--- src/rtl/hazard_pkg.sv ---
// rtl/hazard_pkg.sv - shared encodings for the hazard scoreboard unit
// Holds the FSM state encoding, stall-cause codes, forward-select codes,
// shadow stage indices and the youngest-match forward-select helper.
package hazard_pkg;

    typedef enum logic [1:0] {
        ST_RUN      = 2'b00,
        ST_DSTALL   = 2'b01,
        ST_MDU_WAIT = 2'b10,
        ST_FREEZE   = 2'b11
    } hz_state_e;

    localparam logic [1:0] CAUSE_NONE   = 2'b00;
    localparam logic [1:0] CAUSE_DATA   = 2'b01;
    localparam logic [1:0] CAUSE_MDU    = 2'b10;
    localparam logic [1:0] CAUSE_FREEZE = 2'b11;

    localparam logic [1:0] FWD_RF    = 2'b00;
    localparam logic [1:0] FWD_EXMEM = 2'b01;
    localparam logic [1:0] FWD_MEMWB = 2'b10;

    // Shadow stage indices into the hit / load vectors
    localparam int SH_EX  = 0;
    localparam int SH_MEM = 1;
    localparam int SH_WB  = 2;

    // Select the source for the ID operand once it reaches EX: the producer
    // now in shadow EX will sit in EX/MEM, the one in MEM will sit in MEM/WB,
    // and the one in WB will already have written the register file.
    function automatic logic [1:0] fwd_pick(input logic [2:0] hit);
        logic [1:0] sel;
        sel = FWD_RF;
        if (hit[SH_EX]) begin
            sel = FWD_EXMEM;
        end else if (hit[SH_MEM]) begin
            sel = FWD_MEMWB;
        end
        return sel;
    endfunction

endpackage

--- src/rtl/hazard_shadow_pipe.sv ---
// rtl/hazard_shadow_pipe.sv - shadow EX/MEM/WB destination tracker
// Ports:
//   clk, rst_n          clock, asynchronous active-low reset
//   advance             shift the shadow pipe this edge (low while frozen)
//   issue               ID instruction enters EX this edge
//   kill_mem            EX entry is squashed instead of moving into MEM
//   issue_dst/load      destination and load flag of the issuing instruction
//   rs, rt              ID source registers to match
//   rs_hit, rt_hit      per-stage match vectors {WB, MEM, EX}
//   load_vec            per-stage valid load flags {WB, MEM, EX}
module hazard_shadow_pipe
    import hazard_pkg::*;
#(
    parameter int REG_AW = 5
) (
    input  logic              clk,
    input  logic              rst_n,
    input  logic              advance,
    input  logic              issue,
    input  logic              kill_mem,
    input  logic [REG_AW-1:0] issue_dst,
    input  logic              issue_load,
    input  logic [REG_AW-1:0] rs,
    input  logic [REG_AW-1:0] rt,
    output logic [2:0]        rs_hit,
    output logic [2:0]        rt_hit,
    output logic [2:0]        load_vec
);

    logic [2:0]             valid_q;
    logic [2:0]             load_q;
    logic [2:0][REG_AW-1:0] dst_q;

    always_ff @(posedge clk or negedge rst_n) begin
        if (!rst_n) begin
            valid_q <= '0;
            load_q  <= '0;
            dst_q   <= '0;
        end else if (advance) begin
            valid_q[SH_WB]  <= valid_q[SH_MEM];
            load_q[SH_WB]   <= load_q[SH_MEM];
            dst_q[SH_WB]    <= dst_q[SH_MEM];
            valid_q[SH_MEM] <= valid_q[SH_EX] & ~kill_mem;
            load_q[SH_MEM]  <= load_q[SH_EX];
            dst_q[SH_MEM]   <= dst_q[SH_EX];
            // $zero is never a real producer, so it never enters the shadow
            valid_q[SH_EX]  <= issue & (issue_dst != '0);
            load_q[SH_EX]   <= issue_load;
            dst_q[SH_EX]    <= issue_dst;
        end
    end

    always_comb begin
        rs_hit = '0;
        rt_hit = '0;
        for (int i = 0; i < 3; i++) begin
            rs_hit[i] = valid_q[i] & (dst_q[i] == rs);
            rt_hit[i] = valid_q[i] & (dst_q[i] == rt);
        end
    end

    assign load_vec = valid_q & load_q;

endmodule

--- src/rtl/hazard_scoreboard_unit.sv ---
// rtl/hazard_scoreboard_unit.sv - pipeline hazard unit with shadow scoreboard
// Resolves RAW, load-use, MDU and memory-wait hazards plus branch/jump
// redirects for a 5-stage MIPS pipe. Optional feature macro: FORWARDING_EN
// (only load-use stalls; adds Fwd_A_Sel/Fwd_B_Sel).
// Ports:
//   Clk, Rst_n                       clock, asynchronous active-low reset
//   Valid_ID, Rs_ID, Rt_ID, UsesRs_ID, UsesRt_ID, RegWrite_ID, WriteReg_ID,
//   MemRead_ID, UsesHiLo_ID          decoded ID-stage instruction
//   Jump_EX, Branch_MEM              redirects resolved in EX / MEM
//   Mdu_Busy, Mem_Wait               multiply/divide busy, data memory wait
//   NotStall_PC, NotStall_IFID       PC and IF/ID write enables
//   Flush_ID, Flush_EX, Flush_MEM    clear IF/ID, ID/EX, EX/MEM
//   Stall_Cause                      previous cycle's winning condition
//   Stall_Count                      saturating data+MDU stall cycle count
//   Fwd_A_Sel, Fwd_B_Sel             forward selects (FORWARDING_EN only)
module hazard_scoreboard_unit
    import hazard_pkg::*;
#(
    parameter int REG_AW         = 5,
    parameter int LOAD_USE_DEPTH = 1,
    parameter int STALL_CNT_W    = 16
) (
    input  logic                   Clk,
    input  logic                   Rst_n,
    input  logic                   Valid_ID,
    input  logic [REG_AW-1:0]      Rs_ID,
    input  logic [REG_AW-1:0]      Rt_ID,
    input  logic                   UsesRs_ID,
    input  logic                   UsesRt_ID,
    input  logic                   RegWrite_ID,
    input  logic [REG_AW-1:0]      WriteReg_ID,
    input  logic                   MemRead_ID,
    input  logic                   UsesHiLo_ID,
    input  logic                   Jump_EX,
    input  logic                   Branch_MEM,
    input  logic                   Mdu_Busy,
    input  logic                   Mem_Wait,
    output logic                   NotStall_PC,
    output logic                   NotStall_IFID,
    output logic                   Flush_ID,
    output logic                   Flush_EX,
    output logic                   Flush_MEM,
    output logic [1:0]             Stall_Cause,
    output logic [STALL_CNT_W-1:0] Stall_Count
`ifdef FORWARDING_EN
    ,
    output logic [1:0]             Fwd_A_Sel,
    output logic [1:0]             Fwd_B_Sel
`endif
);

    hz_state_e  state_q;
    hz_state_e  next_state;
    logic [2:0] rs_hit;
    logic [2:0] rt_hit;
    logic [2:0] load_vec;
    logic       rs_use;
    logic       rt_use;
    logic       data_haz;
    logic       mdu_haz;
    logic       issue;
    logic       run_ns;
    logic [2:0] run_fl;

    assign rs_use  = Valid_ID & UsesRs_ID & (Rs_ID != '0);
    assign rt_use  = Valid_ID & UsesRt_ID & (Rt_ID != '0);
    assign mdu_haz = UsesHiLo_ID & Mdu_Busy;

    hazard_shadow_pipe #(
        .REG_AW (REG_AW)
    ) u_shadow (
        .clk        (Clk),
        .rst_n      (Rst_n),
        .advance    (~Mem_Wait),
        .issue      (issue),
        .kill_mem   (Branch_MEM),
        .issue_dst  (WriteReg_ID),
        .issue_load (MemRead_ID),
        .rs         (Rs_ID),
        .rt         (Rt_ID),
        .rs_hit     (rs_hit),
        .rt_hit     (rt_hit),
        .load_vec   (load_vec)
    );

`ifdef FORWARDING_EN
    logic [2:0] unfwd;
    logic [2:0] rs_young;
    logic [2:0] rt_young;
    logic       unused_load;

    // Loads whose data is not yet available to forward
    assign unfwd = {1'b0,
                    (LOAD_USE_DEPTH >= 2) ? load_vec[SH_MEM] : 1'b0,
                    load_vec[SH_EX]};
    // Only the youngest matching producer matters: an older load shadowed
    // by a younger ALU write to the same register is not a hazard.
    assign rs_young = rs_hit & ~{rs_hit[SH_MEM] | rs_hit[SH_EX], rs_hit[SH_EX], 1'b0};
    assign rt_young = rt_hit & ~{rt_hit[SH_MEM] | rt_hit[SH_EX], rt_hit[SH_EX], 1'b0};
    assign data_haz = (rs_use & |(rs_young & unfwd)) | (rt_use & |(rt_young & unfwd));
    assign Fwd_A_Sel = rs_use ? fwd_pick(rs_hit) : FWD_RF;
    assign Fwd_B_Sel = rt_use ? fwd_pick(rt_hit) : FWD_RF;
    assign unused_load = load_vec[SH_WB];
`else
    logic unused_cfg;

    // Register file is not write-through, so even a WB producer must drain
    assign data_haz   = (rs_use & |rs_hit) | (rt_use & |rt_hit);
    assign unused_cfg = ^{load_vec, (LOAD_USE_DEPTH == 2)};
`endif

    always_ff @(posedge Clk or negedge Rst_n) begin
        if (!Rst_n) begin
            state_q <= ST_RUN;
        end else begin
            state_q <= next_state;
        end
    end

    always_comb begin
        next_state = ST_RUN;
        issue      = 1'b0;
        run_ns     = 1'b1;
        run_fl     = 3'b000;
        if (Mem_Wait) begin
            next_state = ST_FREEZE;
            run_ns     = 1'b0;
        end else if (Branch_MEM) begin
            run_fl = 3'b111;
        end else if (Jump_EX) begin
            // jal in EX must still reach WB, so EX/MEM is left alone
            run_fl = 3'b110;
        end else if (data_haz) begin
            next_state = ST_DSTALL;
            run_ns     = 1'b0;
            run_fl     = 3'b010;
        end else if (mdu_haz) begin
            next_state = ST_MDU_WAIT;
            run_ns     = 1'b0;
            run_fl     = 3'b010;
        end else begin
            issue = Valid_ID & RegWrite_ID;
        end
    end

    // Reset forces enables and flushes high so the datapath clears too
    assign NotStall_PC   = run_ns | ~Rst_n;
    assign NotStall_IFID = run_ns | ~Rst_n;
    assign Flush_ID      = run_fl[2] | ~Rst_n;
    assign Flush_EX      = run_fl[1] | ~Rst_n;
    assign Flush_MEM     = run_fl[0] | ~Rst_n;

    always_comb begin
        Stall_Cause = CAUSE_NONE;
        case (state_q)
            ST_DSTALL:   Stall_Cause = CAUSE_DATA;
            ST_MDU_WAIT: Stall_Cause = CAUSE_MDU;
            ST_FREEZE:   Stall_Cause = CAUSE_FREEZE;
            default:     Stall_Cause = CAUSE_NONE;
        endcase
    end

    always_ff @(posedge Clk or negedge Rst_n) begin
        if (!Rst_n) begin
            Stall_Count <= '0;
        end else if (((next_state == ST_DSTALL) || (next_state == ST_MDU_WAIT)) &&
                     (Stall_Count != '1)) begin
            Stall_Count <= Stall_Count + 1'b1;
        end
    end

endmodule

--- config.mk ---
export PLATFORM = sky130hd
export DESIGN_NAME = hazard_scoreboard_unit
export DESIGN_NICKNAME = d
export VERILOG_FILES = /design/src/rtl/hazard_pkg.sv /design/src/rtl/hazard_shadow_pipe.sv /design/src/rtl/hazard_scoreboard_unit.sv
export SDC_FILE = /design/constraint.sdc
export NUM_CORES = 1
export LEC_CHECK = 0
export CAP_MARGIN = 0
export CORE_ASPECT_RATIO = 0.6
export CORE_UTILIZATION = 36
export DETAILED_ROUTE_END_ITERATION = 10
export SYNTH_ARGS = -nofsm -noshare
export SYNTH_HDL_FRONTEND = slang
export SYNTH_HIERARCHICAL = 1
export SYNTH_SLANG_ARGS = --single-unit
--- constraint.sdc ---
create_clock -name Clk -period 4.45 [get_ports Clk]
set_clock_uncertainty 0.2 [all_clocks]
set_input_delay 0.445 -clock Clk [delete_from_list [all_inputs] [get_ports Clk]]
set_output_delay 0.445 -clock Clk [all_outputs]
set_load 0.005 [all_outputs]
==> results of run 1 <==
[worst paths after layout]
| kind | to | slack, ps |
|---|---|---|
| min in group asynchronous | u_shadow/dst_q[7]$_DFFE_PN0P_ | 460 |
| min | u_shadow/valid_q[2]$_DFFE_PN0P_ | 310 |
| max | NotStall_IFID | 910 |
| min reg2reg | u_shadow/valid_q[2]$_DFFE_PN0P_ | 310 |
| max reg2reg | Stall_Count[1]$_DFFE_PN0P_ | 1990 |
| max in group asynchronous | Stall_Count[11]$_DFFE_PN0P_ | 2970 |
[timing repair]
item,in CTS,in global routing
hold endpoints to repair,18,0
buffers inserted,0,0
hold buffers,1,0
[layer usage]
layer  GRT usage  up-vias  routed length [um]
li1            -      781                   -
met1       0.282      769                2810
met2       0.223       44                1820
met3      0.0403        2                 260
met4      0.0559        0                  14
met5           0        -                   0
[power groups by stage]
stage               logic [uW]  clock network, uW  registers (uW)
finish                     182                241             406
global route               199                268             411
CTS                        182                252             405
detailed placement         181                  0             412
global placement           179                  0             411
floorplan                 96.0                  0             401
[layout by cell type, fill, tap and decap left out]
cell type,n
nand3b_1,2
mux2_2,16
nand3_1,8
xnor2_1,33
or4_4,3
xor2_1,12
clkdlybuf4s50_1,47
o21ai_0,5
dlygate4sd3_1,1
clkbuf_8,6
nand2_1,5
nor3b_2,1
buf_4,2
nand3_4,1
nor3_1,5
and3_1,9
nor2_1,6
o211ai_2,1
clkbuf_1,2
nor4_1,3
buf_2,1
o311a_1,2
o31ai_1,1
or2_2,1
a31oi_1,1
ha_1,1
inv_1,5
a31oi_2,1
o21ai_1,1
o21ai_4,2
nand4_1,17
mux2_1,1
and4_1,2
dfrtp_1,36
[flip-flops by register name (all words and copies together) (netlist names)]
signal	count
u_shadow/valid_q	3
u_shadow/dst_q	15
Stall_Count	16
state_q	2
[area by class of cell]
cell class	count	area (um2)
sequential	36	901
fill	536	2850
multi-input combinational	140	1110
inverter	5	18.8
timing repair buffer	51	500
tap	80	100
clock buffer	8	90.1
[through the flow]
stage | area (um2) | utilization | total power [uW]
after floorplan | 2080 | - | 497
after global placement | 2620 | 0.470 | 590
after detailed placement | 2620 | 0.470 | 592
after CTS | 2720 | 0.488 | 839
after global routing | 2720 | 0.488 | 877
final | 2720 | 0.488 | 829
==> results.json, run 1 <==
{
  "timing.final.ws_setup_ps": 914,
  "wirelength_mm": 4.91,
  "clock_path_buffers": 2,
  "combPwrFrac": 0.220,
  "drt_iter0_markers": 100,
  "finalMaxSlewViolations": 0,
  "grt_max_degree": 24,
  "slew_headroom": 0.443,
  "num_vias": 1596,
  "clk_latency_ps": 280,
  "critPathBufInv": 2,
  "holdPathStages": 1,
  "syn2layout_area_growth_pct": 30.9,
  "cts_tree": "built",
  "r2r_start": "u_shadow/dst_q[1]$_DFFE_PN0P_",
  "dieWidth_um": 100,
  "vdd_drop_max_mv": 0.115,
  "cp_cell_sequence": "clkdlybuf4s50_1, xor2_1, nor4_1, and3_1, o311a_1, o21ai_4, a31oi_1, o21ai_0, clkdlybuf4s50_1",
  "timing.hold.ws_ps": 307,
  "fmax_ghz": 0.283,
  "port_buffers": 48,
  "cts-root-buf": "clkbuf_8",
  "tightest_slew_ps": 834,
  "setup_tns_ps": 0,
  "io_pins": 50,
  "instances_no_fill": 320,
  "core-area_um2": 5570,
  "period_minus_slack_ps": 3540,
  "period_share": 0.795,
  "synthCells": 190,
  "dp_slack_ps": 894,
  "gp_congestion": 0.821,
  "synthesis.nets": 218,
  "p_sw_frac": 0.281,
  "cts.sinks": 36,
  "power_switching_uw": 233,
  "arrival_ps": 2890,
  "wl_per_cell_um": 15.3,
  "critPathMostFrequentCell": "clkdlybuf4s50_1",
  "power.leakage_uw": 0.00107,
  "antenna_found_initial": 0,
  "grt_pass1_wl_mm": 7.83,
  "routed_via_density": 4.99,
  "initial_core_util": 0.373,
  "p_per_area_nw_per_um2": 305,
  "dp.cells": 311,
  "grtUsageTotal": 0.176,
  "syn_area_um2": 2080,
  "synth_area_per_cell_um2": 10.9,
  "hold_class": "flip-flop to flip-flop",
  "crit_family": "buffers and inverters",
  "grt_pass1_vias": 1468,
  "slowest_delay_ps": 610,
  "path_class": "input pin to primary output",
  "crit_slowest_cell": "clkdlybuf4s50_1",
  "nNetsFinal": 267,
  "power_frac_clock": 0.291,
  "p_seq_frac": 0.489,
  "cts-htree-levels": 2,
  "cts_buffers": 5,
  "die-height_um": 60.9,
  "worstHoldStart": "u_shadow/valid_q[1]$_DFFE_PN0P_",
  "ant_nets": 0,
  "layout-drive-gt1-share": 0.146,
  "clkTransAtPathRegs_ps": 70,
  "critPathCaptureType": "primary output",
  "firstDrtPassIters": 4,
  "cts_resized": 0,
  "cp_max_fo": 4,
  "start_kind": "input pin",
  "n_antenna_cell": 0,
  "r2r_cells": 8,
  "outcome": "complete, no violations",
  "worstSetupStartpoint": "Rs_ID[1]",
  "path_depth": 9,
  "rsz0062_at_grt": "false",
  "die_area_um2": 6090,
  "setup_violations": 0,
  "num_rows": 21,
  "yosysWarnings": 6,
  "hold_violations": 0,
  "drc": 0,
  "required_ps": 3810,
  "dp_hpwl_mm": 3.69,
  "grt.overflow.total": 0,
  "p_int_uw": 596,
  "drv_cap": 0
}
No activity file was read; power rests on OpenSTA's default activity.
==> run 2: changes to the inputs <==
- clock period: 4.45 -> 3.3 ns (I/O delays scaled with it)
==> results.json, run 2 (synthesis results as in run 1) <==
{
  "combPwrFrac": 0.227,
  "cp_cell_sequence": "clkdlybuf4s50_1, xor2_1, nor4_2, and3_1, o311a_1, o21ai_4, a31oi_1, o21ai_1, clkdlybuf4s50_1",
  "p_seq_frac": 0.487,
  "critPathMostFrequentCell": "clkdlybuf4s50_1",
  "cts_buffers": 5,
  "drt_iter0_markers": 96,
  "period_share": 0.959,
  "clk_latency_ps": 290,
  "clkTransAtPathRegs_ps": 70,
  "postCtsSetupBuffers": 0,
  "p_sw_frac": 0.278,
  "required_ps": 2770,
  "power_frac_clock": 0.286,
  "crit_slowest_cell": "clkdlybuf4s50_1",
  "cts-root-buf": "clkbuf_8",
  "p_int_uw": 810,
  "fmax_ghz": 0.316,
  "final_cell_mix": "clkdlybuf4s50_1, dfrtp_1, xnor2_1",
  "num_rows": 21,
  "arrival_ps": 2630,
  "postLayoutCoreUtil": 0.499,
  "largest_reg_flops": 16,
  "finalMaxSlewViolations": 0,
  "tightest_slew_ps": 440,
  "die-height_um": 60.9,
  "syn2layout_area_growth_pct": 33.7,
  "dp_hpwl_mm": 3.66,
  "setup_tns_ps": 0,
  "crit_family": "buffers and inverters",
  "setup_violations": 0,
  "initial_core_util": 0.373,
  "p_per_area_nw_per_um2": 404,
  "layout_commonest_cell": "clkdlybuf4s50_1",
  "port_buffers": 48,
  "slew_headroom": 0.707,
  "io_pins": 50,
  "gp_congestion": 0.780,
  "nNetsFinal": 272,
  "hold_violations": 0,
  "critPathCaptureType": "primary output",
  "timing.hold.ws_ps": 210,
  "ant_nets": 0,
  "drc": 0,
  "die_area_um2": 6090,
  "grtUsageTotal": 0.177,
  "wirelength_mm": 4.82,
  "period_minus_slack_ps": 3160,
  "largest-register": "Stall_Count",
  "multi_input_area_um2": 1120,
  "top_regs": "Stall_Count x16, u_shadow/dst_q x15, u_shadow/valid_q x3",
  "outcome": "complete, no violations",
  "start_kind": "input pin",
  "antenna_found_initial": 0,
  "cts_tree": "built",
  "hold_class": "input pin to asynchronous set/reset pin",
  "core-area_um2": 5570,
  "power_switching_uw": 312,
  "dieWidth_um": 100,
  "slowest_delay_ps": 580,
  "layout-drive-gt1-share": 0.171,
  "cts.sinks": 36,
  "cp_max_fo": 4,
  "rsz0062_at_grt": "false",
  "ff_latch_area_um2": 901,
  "nFillCells": 539,
  "grt_pass1_vias": 1531,
  "routed_via_density": 4.95,
  "cts-htree-levels": 2,
  "firstDrtPassIters": 4,
  "n_antenna_cell": 0,
  "path_class": "input pin to primary output",
  "grt.overflow.total": 0,
  "num_vias": 1608,
  "critPathBufInv": 2,
  "vdd_drop_max_mv": 0.189,
  "grt_max_degree": 35,
  "power.leakage_uw": 0.00112,
  "grt_pass1_wl_mm": 7.87,
  "wl_per_cell_um": 14.8,
  "drv_cap": 0,
  "clock_path_buffers": 2
}
-- run 2: changes by cell type in the layout (fill, tap and decap cells not counted), sizes merged --
cell	change
buf	+5
clkdlybuf4s50	-3
dlymetal6s2s	+3
-- run 2: timing repair --
action,in CTS,in global routing
gates resized for setup,0,6
endpoints found under the setup margin,0,3
hold endpoints to repair,2,0
hold buffers,1,0
-- run 2: layout make-up --
class                           count  area share
Tap cell                           80      0.0360
Timing Repair Buffer               56       0.196
Clock buffer                        8      0.0324
Multi-Input combinational cell    140       0.404
Sequential cell                    36       0.324
Inverter                            5     0.00676
-- run 2: per-layer routing --
layer  GRT usage  vias to the layer above  part of all wire
met5           0                        -                 0
met4      0.0621                        0             0.012
met3      0.0438                        5             0.061
met2       0.230                       43              0.36
met1       0.276                      772              0.57
li1            -                      788                 -
-- run 2: power groups by stage --
stage | Clock (uW) | Combinational [uW] | Sequential (uW)
after detailed placement | 0 | 247 | 555
after floorplan | 0 | 130 | 540
final | 321 | 255 | 546
after global routing | 361 | 280 | 556
after global placement | 0 | 246 | 555
after CTS | 334 | 250 | 547
-- run 2: final timing paths --
kind	from	end	slack, ps	cells after the start
worst max-delay path	Rt_ID[3]	NotStall_IFID	140	9
min in group Clk	Stall_Count[14]$_DFFE_PN0P_	Stall_Count[14]$_DFFE_PN0P_	310	1
worst min register to register	Stall_Count[14]$_DFFE_PN0P_	Stall_Count[14]$_DFFE_PN0P_	310	1
worst max register to register	u_shadow/dst_q[1]$_DFFE_PN0P_	Stall_Count[1]$_DFFE_PN0P_	900	8
worst min-delay path	Rst_n	state_q[0]$_DFF_PN0_	210	2
max in group asynchronous	Rst_n	Stall_Count[3]$_DFFE_PN0P_	2030	3
-- run 2: metrics by stage --
stage | std cells | area [um2] | setup slack [ps] | power, uW
6_report | 325 | 2780 | 135 | 1120
2_1_floorplan | 190 | 2080 | 1150 | 670
3_5_place_dp | 316 | 2660 | 51.8 | 803
3_3_place_gp | 316 | 2660 | 61.8 | 800
4_1_cts | 325 | 2760 | 43.5 | 1130
5_1_grt | 325 | 2780 | 1.02 | 1200
==> run 3: changes to the inputs <==
- CAP_MARGIN: 0 -> default
==> results of run 3 <==
No change in the layout: final DEF, timing and power equal those of run 2.
